==> src/rtl/mult_8x8_e_1111.sv <==
// Registered 8x8 unsigned approximate multiplier.
// Four 4x4 "e" blocks built from 2x2 cells where 3x3 yields 7.
module mult_8x8_e_1111 (
    input  logic        clk,
    input  logic        rst_n,
    input  logic [7:0]  A,
    input  logic [7:0]  B,
    input  logic        in_valid,
    output logic [15:0] R,
    output logic        out_valid
);

    // 2x2 cell: exact except 3x3, which collapses to 3'b111.
    function automatic logic [2:0] cell2(
        input logic [1:0] a,
        input logic [1:0] b
    );
        logic all1;
        all1 = &{a, b};
        cell2[0] = a[0] & b[0];
        cell2[1] = (a[1] & b[0]) ^ (a[0] & b[1]) | all1;
        cell2[2] = a[1] & b[1];
    endfunction

    function automatic logic [7:0] blk4(
        input logic [3:0] a,
        input logic [3:0] b
    );
        logic [2:0] ll;
        logic [2:0] hl;
        logic [2:0] lh;
        logic [2:0] hh;
        ll = cell2(a[1:0], b[1:0]);
        hl = cell2(a[3:2], b[1:0]);
        lh = cell2(a[1:0], b[3:2]);
        hh = cell2(a[3:2], b[3:2]);
        blk4 = {5'd0, ll}
             + {3'd0, hl, 2'd0}
             + {3'd0, lh, 2'd0}
             + {1'b0, hh, 4'd0};
    endfunction

    logic [7:0]  pLL;
    logic [7:0]  pHL;
    logic [7:0]  pLH;
    logic [7:0]  pHH;
    logic [15:0] rNext;

    always_comb begin
        pLL   = blk4(A[3:0], B[3:0]);
        pHL   = blk4(A[7:4], B[3:0]);
        pLH   = blk4(A[3:0], B[7:4]);
        pHH   = blk4(A[7:4], B[7:4]);
        rNext = {8'd0, pLL}
              + {4'd0, pHL, 4'd0}
              + {4'd0, pLH, 4'd0}
              + {pHH, 8'd0};
    end

    // R loads every cycle; valid only qualifies it.
    always_ff @(posedge clk) begin
        if (!rst_n) begin
            R         <= 16'h0000;
            out_valid <= 1'b0;
        end else begin
            R         <= rNext;
            out_valid <= in_valid;
        end
    end

endmodule

==> config.mk <==
export PLATFORM = sky130hd
export DESIGN_NAME = mult_8x8_e_1111
export DESIGN_NICKNAME = d
export VERILOG_FILES = /design/src/rtl/mult_8x8_e_1111.sv
export SDC_FILE = /design/constraint.sdc
export NUM_CORES = 1
export LEC_CHECK = 0
export ABC_CLOCK_PERIOD_IN_PS = 6000
export BUFFER_PORTS_ARGS = -buffer_cell sky130_fd_sc_hd__buf_2
export CORE_ASPECT_RATIO = 1.4
export CORE_UTILIZATION = 45
export CTS_CLUSTER_SIZE = 40
export DETAILED_ROUTE_END_ITERATION = 8
export GPL_TIMING_DRIVEN = 0
export PLACE_DENSITY_LB_ADDON = 0.25
export SLEW_MARGIN = 40
export SYNTH_ARGS = -nofsm -noshare
export SYNTH_HDL_FRONTEND = slang
export SYNTH_SLANG_ARGS = --single-unit
==> constraint.sdc <==
create_clock -name clk -period 6 [get_ports clk]
set_clock_uncertainty 0.2 [all_clocks]
set_input_delay 0.6 -clock clk [delete_from_list [all_inputs] [get_ports clk]]
set_output_delay 0.6 -clock clk [all_outputs]
set_load 0.03 [all_outputs]
==> reports/metrics.yaml <==
status:
  status: "completed"
critical_path:
  start_kind: "input pin"
  cpPeakStageDelay_ns: 0.55
  cp.arrival_ns: 4.64
  crit_fanout: 8
  critPathRequiredTime_ns: 5.94
  crit_start: "A[4]"
  end_kind: "flop"
  critPathCapture: "R[15]$_SDFF_PN0_"
  path_common_cell: "ha_1"
  critPathSlowestCell: "fa_1"
  path_cells: "clkbuf_1, nand2_1, fa_1, inv_1, ha_1, inv_1, fa_1, fa_1, inv_1, ha_1, ha_1, ha_1, o21ai_0, o21bai_1, a221oi_2, xor2_1, and2_1"
  criticalPathCategory: "in -> reg"
sta:
  max-slew-margin-rel_pct: 75.1
  max_freq_ghz: 0.212
  maxSlewViolCount: 0
  tightest_slew_ns: 0.369
  timing.final.crit_share_pct: 78.5
  min_period_ns: 4.71
  rsz0062_at_grt: "false"
  tns_ns: 0
  setup_viol: 0
  setup_ws_ns: 1.29
  hold_violations: 0
global_route:
  antenna_found_initial: 0
  first_global_vias: 1677
  grt_pass1_wl_um: 7150
  gr-total-overflow: 0
  grt_max_degree: 11
  groute.usage.overall_pct: 18.0
synthesis:
  async_flop_share_pct: 0
  synth_warnings: 0
  syn_area_per_cell_sq_um: 9.32
  synth_area_leaders: "ha_1 24%, fa_1 18%, dfxtp_1 16%"
  synth_common_cells: "42 x ha_1, 26 x and2_1, 25 x inv_1, 21 x nand2_1, 20 x fa_1"
  synth_cell_types: 29
  syn_area_sq_um: 2180
  synth_top_area_cell: "ha_1"
  yosysMostFrequentCell: "ha_1"
  synth.top_cell.area_share_pct: 24.1
  synth_nets: 315
  synth_seq_cells: 17
  ys_seq_area_share_pct: 15.6
  synth_ff_type: "dfxtp_1"
  netlist_instances: 234
  synth_edf_count: 0
clock_tree:
  htree_levels: 1
  cts_hold_buf: 0
  cts_tree: "done"
  cts_root_buffer: "clkbuf_8"
  clock-sinks: 17
  cts_buffer_depth: 2
  postCtsSetupRepairBufs: 0
  cts_buffers: 3
  cts_resized: 0
  clk_pin_slew_ns: 0.06
power_and_ir_drop:
  p_seq_share_pct: 19.2
  swShare_pct: 46.0
  p_int_mw: 0.420
  switchingPower_mw: 0.358
  p_clk_share_pct: 10.2
  combPwrFrac_pct: 70.7
  ir_worst_vdd_mv: 0.0963
  power_leakage_nw: 1.31
  p_per_area_nw_per_um2: 315
cells_and_area:
  final_net_count: 353
  fillCellCount: 451
  area.growth.synth_to_final_pct: 13.3
  n_antenna_cell: 0
  drive_above_1_share_pct: 15.1
place:
  hpwl_um: 3430
  gp_congestion: 0.867
  io_buffers: 33
  pre_cts_ws_ns: 1.04
die:
  start_util_pct: 47.3
  rows: 29
  die_x_um: 60.8
  core-area_sq_um: 4610
  ios: 36
  dieHeight_um: 84.4
  fp.dieArea_sq_um: 5130
detailed_routing:
  dr.pass1.iters: 4
  via_count: 1697
  drc: 0
  wl_per_cell_um: 11.9
  ant_nets: 0
  via_per_inst: 5.10
  first_iter_violations: 38
  finalWirelength_um: 3970
hold_path:
  hp-class: "in -> reg"
run:
  maxCapViolCount: 0
## worst min-delay path by stage
stage                     startpoint                   end  slack [ns]  cells after the start
final                       in_valid  out_valid$_SDFF_PN0_        0.36                      2
after floorplan                rst_n      R[13]$_SDFF_PN0_        0.52                      1
after global routing        in_valid  out_valid$_SDFF_PN0_        0.36                      2
after global placement      in_valid  out_valid$_SDFF_PN0_        0.61                      2
after detailed placement    in_valid  out_valid$_SDFF_PN0_        0.62                      2
after CTS                   in_valid  out_valid$_SDFF_PN0_        0.36                      2
## through the flow
step | std cells | instance area (sq um) | power [mW] | util, % | hold slack, ns
2_1_floorplan | 234 | 2180 | 0.584 | - | 0.522
3_3_place_gp | 329 | 2420 | 0.693 | 52.6 | 0.610
3_5_place_dp | 329 | 2420 | 0.697 | 52.6 | 0.615
4_1_cts | 333 | 2470 | 0.786 | 53.6 | 0.362
5_1_grt | 333 | 2470 | 0.879 | 53.6 | 0.358
6_report | 333 | 2470 | 0.778 | 53.6 | 0.364
## final cells by class
class	instances	area, sq um	area share [%]
Timing Repair Buffer	33	165	6.69
Buffer	3	11.3	0.456
Multi-Input combinational cell	189	1740	70.3
Sequential cell	17	340	13.8
Clock inverter	1	5.00	0.203
Tap cell	62	77.6	3.14
Inverter	25	93.8	3.80
Clock buffer	3	41.3	1.67
## cells in the final DEF (no fill, tap or decap), types with 8 or more instances in the layout
cell type / netlist / layout
a22o_1: 14 / 14
xnor2_1: 8 / 8
nand2_1: 21 / 21
and2_1: 26 / 26
fa_1: 20 / 20
ha_1: 42 / 42
buf_2: 0 / 33
o21ai_0: 8 / 8
dfxtp_1: 17 / 17
a21oi_1: 10 / 10
inv_1: 25 / 25
## kinds of logic after synthesis
logic type | share of synthesized area [%]
adder cells (fa/ha/maj) | 42.5
AND/OR/NAND/NOR | 14.4
AO/OA/AOI/OAI | 17.4
buffers and inverters | 4.82
flip-flops | 15.6
XOR/XNOR | 4.82
multiplexers | 0.459
## power by group through the flow
stage          sequential [mW]  clock [mW]  combinational (mW)
2_1_floorplan            0.216           0               0.368
3_5_place_dp             0.152           0               0.545
3_3_place_gp             0.152           0               0.542
5_1_grt                  0.154      0.0918               0.633
6_report                 0.149      0.0790               0.550
4_1_cts                  0.149      0.0822               0.555
## registers in the layout (all words and copies together), names as in the netlist
signal / flops
R: 16
out_valid: 1
## metal layers
layer  up-vias  routed length [um]  global-route usage (%)
li1        878                   -                       -
met1       785                1730                    21.1
met2        30                2100                    33.0
met3         4                  89                    1.23
met4         0                  48                    6.20
met5         -                   0                       0
## worst max-delay path: cells and delay by family
| kind | cells | cell delay, ns |
|---|---|---|
| simple gates | 2 | 0.28 |
| fa+ha+maj | 7 | 2.47 |
| compound gates | 3 | 0.73 |
| xor+xnor | 1 | 0.10 |
| buf+inv | 4 | 0.45 |
Note: power is estimated with default switching activity, not from simulation.
